==> src/rtl/mul_div_pkg.sv <==
// Shared constants and types for the sequential multiplier / combinational divider pair.
// Widths line up so a divider quotient and divisor can be multiplied back into a dividend.
package mul_div_pkg;

   localparam int DIVIDEND_LEN     = 15;
   localparam int DIVISOR_LEN      = 5;
   localparam int MULTIPLICAND_LEN = 10;
   localparam int MULTIPLIER_LEN   = 5;

   typedef enum logic [1:0] {
      IDLE = 2'd0,
      RUN  = 2'd1,
      DONE = 2'd2
   } state_t;

   function automatic int product_width(input int multiplicand_len, input int multiplier_len);
      return multiplicand_len + multiplier_len;
   endfunction

endpackage

==> src/rtl/seq_multiplier.sv <==
// Shift-and-add unsigned multiplier with a fixed latency of MULTIPLIER_LENGTH
// clock edges from the Start sample to Done.
module seq_multiplier
   import mul_div_pkg::*;
#(
   parameter int MULTIPLICAND_LENGTH = MULTIPLICAND_LEN,
   parameter int MULTIPLIER_LENGTH   = MULTIPLIER_LEN
) (
   input  logic                                           clk,
   input  logic                                           rst_n,
   input  logic                                           Start,
   input  logic [MULTIPLICAND_LENGTH-1:0]                 OperA,
   input  logic [MULTIPLIER_LENGTH-1:0]                   OperB,
   output logic                                           Busy,
   output logic                                           Done,
   output logic [MULTIPLICAND_LENGTH+MULTIPLIER_LENGTH-1:0] Product
);

   localparam int P  = product_width(MULTIPLICAND_LENGTH, MULTIPLIER_LENGTH);
   // One extra value of headroom so the counter never wraps when N is a power of two.
   localparam int CW = $clog2(MULTIPLIER_LENGTH + 1);
   localparam logic [CW-1:0] LAST_COUNT = CW'(MULTIPLIER_LENGTH - 1);

   state_t                       state, state_next;
   logic [P-1:0]                 a_reg;
   logic [P-1:0]                 acc_reg;
   logic [P-1:0]                 product_reg;
   logic [MULTIPLIER_LENGTH-1:0] b_reg;
   logic [CW-1:0]                count_reg;

   logic                         start_accept;
   logic                         run_last;
   logic [P-1:0]                 acc_sum;

   assign start_accept = Start && (state != RUN);
   assign run_last     = (state == RUN) && (count_reg == LAST_COUNT);
   assign acc_sum      = acc_reg + (b_reg[0] ? a_reg : '0);

   always_ff @(posedge clk or negedge rst_n) begin
      if (!rst_n) begin
         state <= IDLE;
      end else begin
         state <= state_next;
      end
   end

   always_comb begin
      state_next = state;
      case (state)
         IDLE:    if (Start) state_next = RUN;
         RUN:     if (run_last) state_next = DONE;
         DONE:    state_next = Start ? RUN : IDLE;
         default: state_next = IDLE;
      endcase
   end

   always_comb begin
      Busy = (state == RUN);
      Done = (state == DONE);
   end

   // The last RUN edge stores the sum including its own partial product.
   always_ff @(posedge clk or negedge rst_n) begin
      if (!rst_n) begin
         a_reg       <= '0;
         b_reg       <= '0;
         acc_reg     <= '0;
         count_reg   <= '0;
         product_reg <= '0;
      end else if (start_accept) begin
         a_reg     <= P'(OperA);
         b_reg     <= OperB;
         acc_reg   <= '0;
         count_reg <= '0;
      end else if (state == RUN) begin
         acc_reg   <= acc_sum;
         a_reg     <= a_reg << 1;
         b_reg     <= b_reg >> 1;
         count_reg <= count_reg + CW'(1);
         if (run_last) begin
            product_reg <= acc_sum;
         end
      end
   end

   assign Product = product_reg;

endmodule

==> config.mk <==
export PLATFORM = sky130hd
export DESIGN_NAME = seq_multiplier
export DESIGN_NICKNAME = d
export VERILOG_FILES = /design/src/rtl/mul_div_pkg.sv /design/src/rtl/seq_multiplier.sv
export SDC_FILE = /design/constraint.sdc
export NUM_CORES = 1
export LEC_CHECK = 0
export ABC_AREA = 1
export CAP_MARGIN = 0
export CORE_MARGIN = 2
export CORE_UTILIZATION = 61
export CTS_CLUSTER_SIZE = 16
export DETAILED_ROUTE_END_ITERATION = 10
export HOLD_SLACK_MARGIN = 0.03
export PLACE_DENSITY = 0.85
export SKIP_LAST_GASP = 1
export SLEW_MARGIN = 10
export SYNTH_ARGS = -nofsm -noshare
export SYNTH_HDL_FRONTEND = slang
export SYNTH_SLANG_ARGS = --single-unit
==> constraint.sdc <==
create_clock -name clk -period 3.2 [get_ports clk]
set_input_delay 0.64 -clock clk [delete_from_list [all_inputs] [get_ports clk]]
set_output_delay 0.64 -clock clk [all_outputs]
set_load 0.05 [all_outputs]
======== Word level (Yosys, flattened, before mapping) ========
Cells that the tools add are included.
word-level totals
  flip-flop bits (word level) ............. 55
  word-level logic and storage cells ...... 34
cells by class
  add/sub/neg operators ................... 2
  eq/ne operators ......................... 6
  mux-type cells .......................... 13
  bitwise logic cells ..................... 1
  reduce and logical (&&, ||, !) cells .... 6
operators by type and width
  kind                                                                      number
  15-bit two-way mux                                                        5
  15-bit adder                                                              1
  5-bit two-way mux                                                         2
  3-bit two-way mux                                                         2
  2-bit case mux with 3 select lines                                        1
  2-bit two-way mux                                                         2
  2-bit by 1-bit inequality test with 1-bit output (second input constant)  2
  3-bit by 1-bit adder with 3-bit output (second input constant)            1
  3-bit equality test (second input constant)                               1
  3-bit AND reduction                                                       1
  2-bit by 1-bit equality test with 1-bit output (second input constant)    1
  2-bit equality test (second input constant)                               1
  1-bit logical AND                                                         2
  2-bit zero test                                                           1
  2-bit inequality test (second input constant)                             1
  2-bit AND reduction                                                       1
  2-bit nonzero test                                                        1
  1-bit two-way mux                                                         1
  1-bit NOT                                                                 1

======== Longest topological paths before layout ========
Gate-level depths: netlist of run 1.
  word-level depth ........................ 4
  gate-level depth with buffers ........... 15
  mapped depth without buffers ............ 13

======== Worst setup path after synthesis of run 1 ========
No wires, ideal clock.
  path kind ............................... register -> register
  from .................................... reg b_reg[0]
  to ...................................... reg product_reg[14] (netlist: Product[14])
  setup time .............................. 118 ps
  data arrival time ....................... 1932 ps
  slack ................................... 1150 ps
  cell stages (with the launch flop) ...... 15
  period minus slack after synthesis ...... 2050 ps
  cells stage by stage .................... dfrtp_1 -> clkbuf_2 -> clkbuf_1 -> nand2_1 -> inv_1 -> ha_1 -> fa_1 -> nand2_1 -> nand2_1 -> nand3_1 -> nand2_1 -> nand2_1 -> nand3_1 -> nand3_1 -> nand2_1
on the way
  cells in the longest elaborated chain, start to end .. 2
RTL lines
  item                    RTL line              text
  start, declared         seq_multiplier.sv:28  logic [MULTIPLIER_LENGTH-1:0] b_reg;
  start signal, assigned  seq_multiplier.sv:72  b_reg <= OperB;
  start signal, assigned  seq_multiplier.sv:78  b_reg <= b_reg >> 1;
  15-bit two-way mux      seq_multiplier.sv:37  assign acc_sum = acc_reg + (b_reg[0] ? a_reg : '0);
  15-bit adder            seq_multiplier.sv:37
  end signal, assigned    seq_multiplier.sv:81  product_reg <= acc_sum;
  end, declared           seq_multiplier.sv:27  logic [P-1:0] product_reg;
No other way between the ends.
A chain may end at the register's enable or synchronous reset.

======== Final worst setup path of run 1 ========
  from .................................... reg state[1]
  to ...................................... out Busy
on the way
  cells in the longest elaborated chain, start to end .. 1
RTL lines
  item                                            RTL line              text
  start, declared                                 seq_multiplier.sv:24  state_t state, state_next;
  start signal, assigned                          seq_multiplier.sv:43  state <= state_next;
  2-bit by 1-bit equality test with 1-bit output  seq_multiplier.sv:58  Busy = (state == RUN);
  end, declared                                   seq_multiplier.sv:14  output logic Busy,
No other way between the ends.

==> results by group, run 1 <==
Outcome
  • Outcome: complete, no violations

Synthesis
  • EDFF count, synth: 0
  • Leading post-synthesis cells by cell area: dfrtp_1, nand2_1, inv_1
  • Synth Area per Inst: approximately 7.6 µm²
  • Adder-Cell Fraction of Synth Area: ~7%
  • Ys Warns: 0
  • XOR/XNOR Fraction of Synth Area: under 10%
  • Top-area cell type share of the netlist area: a little over two fifths
  • Synthesized Nets: around 450
  • Fraction of synthesized area in multiplexers: 0%
  • Largest family of logic cells by synthesized area: simple AND/OR/NAND/NOR gates
  • Mapped Area: approximately 3200 µm²
  • Yosys reg bits: between 50 and 60
  • Synth cell types: 34
  • Synth async-reset ratio: 100%
  • Post-synth top flop: dfrtp_1
  • Mapped Cells: ~420
  • Cell taking the most area after synthesis: dfrtp_1
  • Register area share after synthesis: between 40 and 50%
  • Synth Area in Compound Gates: about a tenth
  • Simple-gate portion of the synthesized area: between 20 and 30%

Critical path
  • Arrival @ worst endpoint: 2.14 ns
  • Crit-path max FO: 24
  • Startpoint Class: flop
  • Crit path cell chain: inv_1 > nand2_4 > inv_4 > clkdlybuf4s50_1
  • Kind of critical path: flop to output pin
  • Reg2reg path depth: 12
  • WP depth: 4
  • Buf/Inv on CP: 3
  • CP top delay family: buffers and inverters
  • CP required: roughly 2.6 ns
  • Worst r2r src: b_reg[0]$_DFFE_PN0P_
  • Critical Path Source: state[1]$_DFFE_PN0P_
  • Max stage delay on crit path: between 0.8 and 0.9 ns
  • Crit-path slowest cell: clkdlybuf4s50_1
  • Crit end category: output pin

Layout
  • Area Overhead vs Synth: 15.4%
  • # diodes: 0
  • Commonest non-fill, non-tap cells in the layout: nand2_1, inv_1, dfrtp_1
  • Filler instances: ~400
  • Nets: 485
  • Most common cell after layout, fill and taps aside: nand2_1
  • Share of cells above drive strength 1: under 10%

Clock network
  • Worst-path clk slew: about 0.10 ns
  • CTS tree: done
  • Cts bufs inserted: 5
  • CTS H-tree depth: 2
  • Max clock buf depth: 2
  • CTS Root Cell: clkbuf_8
  • Clk_lat worst skew: ~0.31 ns
  • CTS resizes: 0
  • CTS Sinks: 55
  • CTS Hold Buffers Added: 0
  • Post-CTS setup buffers: 0

Placed design
  • Number of I/O port buffers: 34
  • Final Wtd Congestion: ~0.94
  • Hpwl dp: 4820 µm

Floorplan
  • Die width: around 76 µm
  • Die Area: about 5800 µm²
  • Die height: roughly 76 µm
  • I/O Pins: 35
  • CORE AREA: 5070 µm²
  • Row count: 26
  • Starting density of the core: a little over three fifths

Global route
  • Antenna violations before repair: 0
  • Wire length of the first global-routing pass: about 12000 µm
  • GRT overflow: 0
  • Largest net degree at the start of global routing: 32
  • Number of global-route vias before repair: approximately 2700
  • Gr usage total: between 20 and 30%

Timing
  • Crit path time final: roughly 2.8 ns
  • Sum Neg Setup Slack: 0 ns
  • Slew margin rel.: between 60 and 70%
  • Maximum clock frequency: roughly 0.36 GHz
  • Least-Margin Pin Slew: between 0.5 and 0.6 ns
  • Clock Skews: between 0.007 and 0.008 ns
  • Fin. Hold Viols: 0
  • Hold slack: ~0.31 ns
  • Max-slew violations: 0
  • RSZ-0062 raised after global routing: no
  • Final setup viols: 0
  • Final Cycle Share: ~87%

Detailed routing
  • Drt drc: 0
  • DRT antenna net count: 0
  • Vias: between 2000 and 3000
  • Initial drt markers: between 150 and 200
  • Vias per inst: about 5.2
  • WL final: between 6000 and 7000 µm
  • Wire length per cell: roughly 13 µm
  • Drt first pass iters: 4

Worst hold path
  • Tightest Hold Check Type: primary input to asynchronous set/reset pin

Power and ir drop
  • Lkg Pwr: just over 2 nW
  • Worst vdd rail ir drop: 0.532 mV
  • Power density over the cells: around 920 nW/µm²

Run
  • Max cap viols: 0
## through the flow
stage / util, % / setup slack, ns / cell area [µm²] / cells / power (mW)
finish: 72.5 / 0.418 / 3680 / 521 / 3.40
detailed placement: 69.8 / 0.766 / 3540 / 513 / 2.85
global route: 72.5 / 0.317 / 3680 / 521 / 3.67
global placement: 69.8 / 0.803 / 3540 / 513 / 2.79
CTS: 72.5 / 0.416 / 3680 / 521 / 3.40
floorplan: - / 1.15 / 3190 / 419 / 2.42
## final cells by class
class                           instances  area [µm²]  area share (%)
Clock inverter                          2        60.1            1.63
Sequential cell                        55        1380            37.4
Multi-Input combinational cell        281        1470            39.8
Tap cell                               70        87.6            2.38
Clock buffer                            6        72.6            1.97
Timing Repair Buffer                   35         343            9.32
Inverter                               72         273            7.42
## final timing paths
kind / end / slack, ns
worst min register to register: Product[13]$_DFFE_PN0P_ / 0.49
max in group asynchronous: a_reg[11]$_DFFE_PN0P_ / 2.10
min in group clk: Product[13]$_DFFE_PN0P_ / 0.49
worst max register to register: acc_reg[14]$_DFFE_PN0P_ / 0.95
worst max-delay path: Busy / 0.42
worst min-delay path: acc_reg[6]$_DFFE_PN0P_ / 0.31
## kinds of logic after synthesis
logic type      count (synthesis)
xor+xnor                        8
buf+inv                        83
compound gates                 47
simple gates                  209
flops                          55
fa+ha+maj                      17
## cell usage after synthesis (3+ instances only)
cell type / n
a21oi_1: 10
buf_4: 3
clkbuf_1: 3
dfrtp_1: 55
ha_1: 16
inv_1: 69
nand2_1: 164
nand3_1: 24
nor2_1: 11
o211ai_1: 4
o21ai_0: 10
o21ai_1: 9
o221ai_1: 4
o22ai_1: 3
xnor2_1: 4
xor2_1: 4
## power breakdown
part | internal (mW) | switching (mW) | leakage, nW
Sequential | 0.977 | 0.183 | 0.719
Combinational | 0.564 | 1.13 | 1.27
Clock | 0.313 | 0.229 | 0.0654
Total | 1.85 | 1.54 | 2.05
## routing by layer
metal / vias up / share of wire [%] / GRT usage, %
li1: 1369 / - / -
met1: 1262 / 47 / 33.0
met2: 63 / 48 / 43.2
met3: 11 / 4.2 / 3.91
met4: 0 / 1.4 / 7.82
met5: - / 0 / 0
Note: power is estimated with default switching activity, not from simulation.
==> run 2, diff against run 1 <==
--- a/config.mk
+++ b/config.mk
@@ -9,9 +9,9 @@
 export CAP_MARGIN = 0
 export CORE_MARGIN = 2
-export CORE_UTILIZATION = 61
+export CORE_UTILIZATION = 57
 export CTS_CLUSTER_SIZE = 16
 export DETAILED_ROUTE_END_ITERATION = 10
 export HOLD_SLACK_MARGIN = 0.03
-export PLACE_DENSITY = 0.85
+export PLACE_DENSITY = 0.81
 export SKIP_LAST_GASP = 1
 export SLEW_MARGIN = 10
==> constraint.sdc (replaced) <==
create_clock -name clk -period 3 [get_ports clk]
set_input_delay 0.3 -clock clk [delete_from_list [all_inputs] [get_ports clk]]
set_output_delay 0.3 -clock clk [all_outputs]
set_load 0.05 [all_outputs]
==> results by group, run 2 (synthesis gave the netlist of run 1 again) <==
Global route
  • Gr usage total: 24.1% (was 25.2%)
  • Met3 usage: 4.43% (was 3.91%)
  • Antenna violations before repair: 0 (unchanged)
  • Number of global-route vias before repair: 2639 (was 2732)
  • Gr busiest metal: met2 (unchanged)
  • Met1 Use GR: 32.2% (was 33.0%)
  • GRT overflow: 0 (unchanged)
  • Wire length of the first global-routing pass: 11800 µm (was 11900 µm)
  • Met2 Use GR: 40.0% (was 43.2%)
  • Largest net degree at the start of global routing: 31 (was 32)

Timing
  • RSZ-0062 raised after global routing: no (unchanged)
  • Max-slew violations: 0 (unchanged)
  • Sum Neg Setup Slack: 0 ns (unchanged)
  • Maximum clock frequency: ~0.41 GHz
  • Least-Margin Pin Slew: 0.583 ns (was 0.551 ns)
  • Slew margin rel.: 61.1% (was 63.3%)
  • Fin. Hold Viols: 0 (unchanged)
  • Clock Skews: 0.00975 ns (was 0.00716 ns)
  • Crit path time final: roughly 2.4 ns
  • Final Cycle Share: between 80% and 90%
  • Final setup viols: 0 (unchanged)

Critical path
  • Startpoint Class: flop (unchanged)
  • Crit end category: output pin (unchanged)
  • Max stage delay on crit path: 0.86 ns (about the same)
  • Reg2Reg Setup Slack: 0.85 ns (was 0.95 ns)
  • Crit path cell chain: inv_1 > nand2_4 > inv_4 > clkdlybuf4s50_1 (unchanged)
  • CP required: 2.70 ns (was 2.56 ns)
  • Reg2reg path depth: 12 (unchanged)
  • Kind of critical path: flop to output pin (unchanged)
  • Crit-path slowest cell: clkdlybuf4s50_1 (unchanged)
  • Critical Path Source: state[1]$_DFFE_PN0P_ (unchanged)
  • Worst r2r dst: Product[10]$_DFFE_PN0P_ (was acc_reg[14]$_DFFE_PN0P_)
  • Arrival @ worst endpoint: 2.15 ns (was 2.14 ns)
  • Worst r2r src: b_reg[0]$_DFFE_PN0P_ (unchanged)
  • Crit-path max FO: 24 (unchanged)

Clock network
  • Clk_lat worst skew: 0.32 ns (was 0.31 ns)
  • Post-CTS setup buffers: 0 (unchanged)
  • Max clock buf depth: 2 (unchanged)
  • CTS Sinks: 55 (unchanged)
  • CTS tree: done (unchanged)
  • CTS Root Cell: clkbuf_8 (unchanged)
  • CTS H-tree depth: 2 (unchanged)
  • Cts bufs inserted: 5 (unchanged)
  • Worst-path clk slew: 0.10 ns (about the same)

Power and ir drop
  • Overall power: 3.47 mW (was 3.40 mW)
  • Worst vdd rail ir drop: 0.538 mV (was 0.532 mV)
  • Power density over the cells: 950 nW/µm² (was 924 nW/µm²)
  • Lkg Pwr: 2.04 nW (was 2.05 nW)

Layout
  • Commonest non-fill, non-tap cells in the layout: nand2_1, inv_1, dfrtp_1 (unchanged)
  • Nets: 486 (was 485)
  • Area Overhead vs Synth: 14.8% (was 15.4%)
  • Most common cell after layout, fill and taps aside: nand2_1 (unchanged)
  • Multi-input gate area: 1470 µm² (unchanged)
  • Fin util: 67.2% (was 72.5%)
  • # diodes: 0 (unchanged)
  • Share of cells above drive strength 1: 4.87% (was 4.66%)
  • Filler instances: 467 (was 399)
  • Flip-flop and latch area: 1380 µm² (unchanged)

Worst hold path
  • Hold path cells: 2
  • Worst Hold Path EP: Product[9]$_DFFE_PN0P_
  • Hold path start: Product[9]$_DFFE_PN0P_
  • Tightest Hold Check Type: flop to flop (was primary input to asynchronous set/reset pin)

Detailed routing
  • Wire length per cell: 12.5 µm (was 12.7 µm)
  • Initial drt markers: 136 (was 179)
  • DRT antenna net count: 0 (unchanged)
  • Vias per inst: 5.04 (was 5.19)
  • WL final: 6560 µm (was 6620 µm)
  • Vias: 2640 (was 2705)
  • Drt first pass iters: 4 (unchanged)
  • Drt drc: 0 (unchanged)

Run
  • Max cap viols: 0 (unchanged)

Floorplan
  • Die Area: 6200 µm² (was 5820 µm²)
  • I/O Pins: 35 (unchanged)
  • Row count: 27 (was 26)
  • CORE AREA: 5440 µm² (was 5070 µm²)
  • Starting density of the core: 58.6% (was 62.8%)
  • Die width: 78.8 µm (was 76.3 µm)
  • Die height: 78.8 µm (was 76.3 µm)

Placed design
  • Hpwl dp: 4910 µm (was 4820 µm)
  • Number of I/O port buffers: 34 (unchanged)
  • Final Wtd Congestion: 0.854 (was 0.940)

Outcome
  • Outcome: complete, no violations (unchanged)
-- run 2: what timing repair did --
item                      4_1_cts  5_1_grt
gates resized for setup         0        0
hold endpoints to repair       25        0
hold buffers                    1        0
-- run 2: cell type report --
type | instances | share of cell area, %
clock buffers | 6 | 2.26
clock inverters | 2 | 0.445
inverters | 72 | 7.46
multi-input cells | 281 | 40.1
flip-flops and latches | 55 | 37.6
well taps | 72 | 2.46
repair buffers | 36 | 9.65
-- run 2: how the worst max path moves through the flow --
stage | to | cells past startpoint
2_1_floorplan | Product[14]$_DFFE_PN0P_ | 14
6_report | Busy | 4
4_1_cts | Busy | 4
5_1_grt | Busy | 4
3_5_place_dp | acc_reg[14]$_DFFE_PN0P_ | 12
3_3_place_gp | Busy | 4
-- run 2: metal layers --
metal / vias up / routed length (µm)
met5: - / 0
met4: 0 / 101
met3: 7 / 183
met2: 39 / 3180
met1: 1226 / 3090
li1: 1368 / -
-- run 2: through the flow --
stage                     cells  hold WS, ns  setup slack, ns  instance area (µm²)
final                       524        0.484            0.554                 3660
after global routing        524        0.519            0.434                 3660
after CTS                   524        0.492            0.544                 3660
after detailed placement    515        0.330            0.862                 3550
after global placement      515        0.322            0.941                 3550
after floorplan             419      0.00441            0.950                 3190
-- run 2: worst max-delay path, delay by kind of cell, from the launching register on --
| kind | cells | cell delay, ns |
|---|---|---|
| buffers and inverters | 3 | 1.23 |
| DFF | 1 | 0.38 |
| and+or+nand+nor | 1 | 0.20 |
-- run 2: power by group --
group	total (mW)	switching, mW	internal (mW)
combinational	1.79	1.19	0.600
clock	0.438	0.249	0.189
sequential	1.25	0.203	1.04
total	3.47	1.64	1.83
==> run 3, diff against run 2 <==
clock period = 2.45 ns   (was 3 ns; I/O delays follow)
==> results by group, run 3 (synthesis gave the netlist of run 1 again) <==
Layout
  • Fin util: 67.1% (was 67.2%)
  • Post-Layout Cell Count: 525 (was 524)
  • Area Overhead vs Synth: 14.6% (was 14.8%)
  • # diodes: 0 (unchanged)
  • Most common cell after layout, fill and taps aside: nand2_1 (unchanged)
  • Commonest non-fill, non-tap cells in the layout: nand2_1, inv_1, dfrtp_1 (unchanged)
  • Design area: 3650 µm² (was 3660 µm²)
  • Share of cells above drive strength 1: 5.08% (was 4.87%)
  • Nets: 487 (was 486)

Run
  • Max cap viols: 0 (unchanged)

Timing
  • Final Cycle Share: slightly below 90%
  • Clock Skews: 0.00469 ns (was 0.00975 ns)
  • Sum Neg Setup Slack: 0 ns (unchanged)
  • Least-Margin Pin Slew: 0.937 ns (was 0.583 ns)
  • Fin. Hold Viols: 0 (unchanged)
  • Maximum clock frequency: 0.465 GHz
  • RSZ-0062 raised after global routing: no (unchanged)
  • Slack of the critical path: 0.298 ns (was 0.554 ns)
  • Max-slew violations: 0 (unchanged)
  • Crit path time final: 2.15 ns
  • Slew margin rel.: 37.5% (was 61.1%)
  • Hold slack: 0.0554 ns (was 0.484 ns)
  • Final setup viols: 0 (unchanged)

Detailed routing
  • WL final: 6530 µm (was 6560 µm)
  • Initial drt markers: 187 (was 136)
  • Vias per inst: 5.02 (was 5.04)
  • Drt first pass iters: 5 (was 4)
  • Drt drc: 0 (unchanged)
  • DRT antenna net count: 0 (unchanged)
  • Vias: 2638 (was 2640)
  • Wire length per cell: 12.4 µm (was 12.5 µm)

Placed design
  • Post-Place Setup Slack: 0.327 ns (was 0.862 ns)
  • Number of I/O port buffers: 34 (unchanged)
  • Hpwl dp: 4830 µm (was 4910 µm)
  • Placed cell count: 517 (was 515)
  • Area after DPL: 3560 µm² (was 3550 µm²)
  • Final Wtd Congestion: 0.898 (was 0.854)

Floorplan
  • CORE AREA: 5440 µm² (unchanged)
  • Die width: 78.8 µm (unchanged)
  • I/O Pins: 35 (unchanged)
  • Die Area: 6200 µm² (unchanged)
  • Die height: 78.8 µm (unchanged)
  • Starting density of the core: 58.6% (unchanged)
  • Row count: 27 (unchanged)

Power and ir drop
  • Lkg Pwr: 2.04 nW (about the same)
  • Worst vdd rail ir drop: 0.696 mV (was 0.538 mV)
  • Cell Int Power: 2.23 mW (was 1.83 mW)
  • Gate power share: 51.8% (was 51.5%)
  • Switch share: 47.2% (was 47.3%)
  • Power density over the cells: 1160 nW/µm² (was 950 nW/µm²)
  • Overall power: 4.23 mW (was 3.47 mW)
  • Seq pwr share: 36.2% (was 35.9%)
  • Clk pwr share: 12.0% (was 12.6%)
  • Switching pwr: 2.00 mW (was 1.64 mW)

Clock network
  • CTS resizes: 0 (unchanged)
  • Max clock buf depth: 2 (unchanged)
  • Cts bufs inserted: 5 (unchanged)
  • CTS Sinks: 55 (unchanged)
  • CTS Root Cell: clkbuf_8 (unchanged)
  • Post-CTS setup buffers: 0 (unchanged)
  • Clk_lat worst skew: 0.31 ns (was 0.32 ns)
  • CTS H-tree depth: 2 (unchanged)
  • CTS tree: done (unchanged)
  • CTS Hold Buffers Added: 0 (was 1)
  • Worst-path clk slew: 0.10 ns (about the same)

Worst hold path
  • Tightest Hold Check Type: primary input to asynchronous set/reset pin (was flop to flop)

Critical path
  • Crit-path max FO: 16 (was 24)
  • Crit end category: flop (was output pin)
  • Arrival @ worst endpoint: 2.36 ns (was 2.15 ns)
  • Reg2reg path depth: 12 (unchanged)
  • Kind of critical path: flop to flop (was flop to output pin)
  • Startpoint Class: flop (unchanged)
  • CP required: 2.66 ns (was 2.70 ns)

Global route
  • Gr usage total: 23.6% (was 24.1%)
  • GRT overflow: 0 (unchanged)
  • Wire length of the first global-routing pass: 11500 µm (was 11800 µm)
  • Largest net degree at the start of global routing: 41 (was 31)
  • Antenna violations before repair: 0 (unchanged)
  • Number of global-route vias before repair: 2559 (was 2639)

Outcome
  • Outcome: complete, no violations (unchanged)
## run 3: power by group through the flow
stage	sequential [mW]	combinational [mW]	clock (mW)
finish	1.53	2.19	0.508
global route	1.58	2.43	0.545
CTS	1.53	2.21	0.524
detailed placement	1.55	2.20	0
global placement	1.53	2.15	0
floorplan	1.82	1.34	0
## run 3: area by class of cell
| type | count | area, µm² |
|---|---|---|
| fill | 497 | 1790 |
| multi-input combinational | 281 | 1470 |
| sequential | 55 | 1380 |
| timing repair buffer | 37 | 358 |
| inverter | 72 | 273 |
| tap | 72 | 90.1 |
| clock buffer | 6 | 72.6 |
| clock inverter | 2 | 16.3 |
## run 3: worst max-delay path: stages (launching register included)
cell and delay (ns):
dfrtp_1 0.55, nand2_1 0.12, inv_1 0.05, ha_1 0.21, fa_1 0.43, nand2_1 0.09
nand2_1 0.05, nand3_1 0.07, nand2_1 0.12, nand2_1 0.12, nand3_1 0.10, nand3_1 0.10
nand2_1 0.05
## run 3: metal layers
layer / track usage [%] / up-vias / share of wire [%]
met1: 31.2 / 1204 / 48
met4: 8.60 / 0 / 1.6
met2: 39.5 / 56 / 47
met3: 3.52 / 9 / 3.4
li1: - / 1369 / -
met5: 0 / - / 0
## run 3: path summary, 6_finish.rpt
kind                                    startpoint                 endpoint  slack [ns]
min in group clk                          OperA[0]     a_reg[0]$_DFFE_PN0P_        0.49
hold reg to reg            Product[11]$_DFFE_PN0P_  Product[11]$_DFFE_PN0P_        0.49
hold / removal                               rst_n  acc_reg[13]$_DFFE_PN0P_        0.06
setup / recovery              b_reg[0]$_DFFE_PN0P_  acc_reg[14]$_DFFE_PN0P_        0.30
max in group asynchronous                    rst_n     a_reg[0]$_DFFE_PN0P_        1.70
setup reg to reg              b_reg[0]$_DFFE_PN0P_  acc_reg[14]$_DFFE_PN0P_        0.30
==> RTL change, RTL diff (config.mk and constraints of run 3) <==
Register the output `Product` once more, cleared by the reset; this adds one clock of latency there. The other outputs are not delayed to match.
--- a/src/rtl/seq_multiplier.sv
+++ b/src/rtl/seq_multiplier.sv
@@ -83,7 +83,13 @@
       end
    end
 
-   assign Product = product_reg;
+   always_ff @(posedge clk or negedge rst_n) begin
+      if (!rst_n) begin
+         Product <= '0;
+      end else begin
+         Product <= product_reg;
+      end
+   end
 
 endmodule
 
Check against the original RTL: not equivalent (Yosys sat finds a counterexample within 10 cycles, from zero or initial values and one cycle with rst_n low).
==> RTL change against run 3 <==
  * Setup slack worse by 0.020 ns
  * Maximum frequency down 0.90%
  * Design area grew 14%
  * Sequential cell count grew 15
  * Sequential power rose by 25%
  * Routed wire length grew 9.2%
  * Count of clock-buffer cells in the layout up 3
  * First-iteration DRC count rose by 6.4%
  * Power up 21%
  * Die area rose by 10%
  * Worst hold slack improved by 0.31 ns
  * Synthesized area grew 11%
==> RTL change: results (changes against run 3) <==
[run_status]
run_status = finished, final reports clean

[routing]
drt-pass1-iter-count = 4  ; -1
post_drt_wl_per_cell_um = 12.8  ; +3.3%
route.detailed.drc = 0  ; unchanged
avgViaCountPerCell = 5.10  ; +1.5%
detail_route.iter0.violations = 199  ; +6.4%

[synth]
netlist-cell-type-count = 29  ; -15%
synth_fa_ha_area_share_pct = 6.23  ; -0.68 points
yosys_warnings = 0  ; unchanged
compound_gate_portion_of_the_synthesized_area_pct = 7.65  ; -1.8 points
yosys-top-cells-count = nand2_1, dfrtp_1, inv_1, nand3_1, ha_1
net_count_synth = 472  ; +4.0%
leading_cell_types_by_total_area_after_synthesis = dfrtp_1, nand2_1, inv_1
seq_area_frac_synth_pct = 49.6  ; +6.4 points
synthXorXnorAreaFrac_pct = 1.98  ; -0.22 points

[cts]
cts_bufs_inserted = 9  ; +4
worst_skew_pair.late_latency_ns = 0.35  ; +0.04 ns
cts_buffer_depth = 2  ; unchanged
clock_slew_at_reported_path_ffs_ns = 0.08  ; -0.02 ns
cts-htree-levels = 3  ; +1

[placed_design]
dpl.hpwl_um = 5360  ; +11%
place_congestion = 0.889  ; -1.0%
io_buffers = 34  ; unchanged

[timing]
timing.clock.skew_ns = 0.0129  ; +0.00820 ns
fin_hold_ws_ns = 0.368  ; +0.313 ns
slew_headroom_pct = 60.5  ; +23 points

[critical_path]
critical_path.top_delay_family = simple AND/OR/NAND/NOR gates
r2r_slack_ns = 0.28  ; -0.02 ns
wp_data_arrival_ns = 2.41  ; +0.05 ns
cpMaxStageDelayCell = dfrtp_1
crit_fanout = 16  ; unchanged

[global_routing]
grt_pass1_vias = 2680  ; +4.7%
grt_util_all_layers_pct = 24.0  ; +0.43 points
maximum_number_of_pins_on_one_net_before_global_route_repair = 28  ; -32%
grt_first_pass_wirelength_um = 12200  ; +6.1%

[power]
power_leakage_nw = 2.28  ; +12%
p_sw_mw = 2.17  ; +8.7%
maximum_vdd_drop_mv = 0.694  ; -0.37%

[final_layout]
fin_nets = 510  ; +4.7%
ant_diodes = 0  ; unchanged
num-fill-cells = 488  ; -1.8%
post_route_cells_drive_above_1_share_pct = 6.88  ; +1.8 points

[hold_path]
hp-class = in -> async

RTL change: changes by cell type after synthesis, moves of 3 or more:
cell and change:
dfrtp_1 +15, o221ai_1 -3, buf_2 +6, nand2_2 +3
o211ai_1 +6, nand2_1 +3, buf_4 -3
RTL change: area by class of cell:
type                       instances  area (um^2)  share of cell area [%]
timing repair buffer              40          380                    9.17
inverter                          69          259                    6.24
sequential                        70         1750                    42.2
multi-input combinational        285         1440                    34.8
clock buffer                       9          124                    2.99
clock inverter                     7         97.6                    2.35
tap                               75         93.8                    2.26
RTL change: kinds of logic (layout without fill, tap and decap cells):
logic type / Yosys count / after routing
AO/OA/AOI/OAI: 46 / 46
XOR/XNOR: 8 / 8
adder cells (fa/ha/maj): 17 / 17
buffers and inverters: 82 / 125
flip-flops: 70 / 70
AND/OR/NAND/NOR: 214 / 214
RTL change: per-stage QoR:
step | total power, mW | cells | cell area (um^2) | util [%] | setup WS (ns)
2_1_floorplan | 3.49 | 437 | 3530 | - | 0.560
6_report | 5.11 | 555 | 4150 | 69.6 | 0.278
3_3_place_gp | 3.99 | 538 | 3920 | 65.8 | 0.414
5_1_grt | 5.48 | 555 | 4150 | 69.6 | 0.0948
4_1_cts | 5.12 | 555 | 4150 | 69.6 | 0.297
3_5_place_dp | 4.09 | 538 | 3920 | 65.8 | 0.314
RTL change: final timing paths:
kind | end | cells past startpoint | startpoint
worst min-delay path | b_reg[4]$_DFFE_PN0P_ | 2 | rst_n
min in group clk | Product[10]$_DFF_PN0_ | 0 | product_reg[10]$_DFFE_PN0P_
max in group asynchronous | acc_reg[13]$_DFFE_PN0P_ | 3 | rst_n
worst max register to register | acc_reg[14]$_DFFE_PN0P_ | 12 | b_reg[0]$_DFFE_PN0P_
worst max-delay path | acc_reg[14]$_DFFE_PN0P_ | 12 | b_reg[0]$_DFFE_PN0P_
worst min register to register | Product[10]$_DFF_PN0_ | 0 | product_reg[10]$_DFFE_PN0P_
RTL change: power groups by stage:
| stage | sequential [mW] | clock [mW] | combinational, mW |
|---|---|---|---|
| after global routing | 1.97 | 1.09 | 2.42 |
| after floorplan | 2.19 | 0 | 1.30 |
| final | 1.91 | 1.03 | 2.17 |
| after detailed placement | 1.93 | 0 | 2.16 |
| after CTS | 1.91 | 1.04 | 2.17 |
| after global placement | 1.89 | 0 | 2.10 |
RTL change: layer usage:
metal	vias up	track usage (%)	share of wire [%]
li1	1428	-	-
met1	1320	31.2	45
met2	72	38.6	48
met3	11	6.09	4.9
met4	0	9.51	1.7
met5	-	0	0
RTL change: what timing repair did:
item	CTS	global route
setup buffers	0	0
hold buffers	1	0
endpoints found under the hold margin	20	0
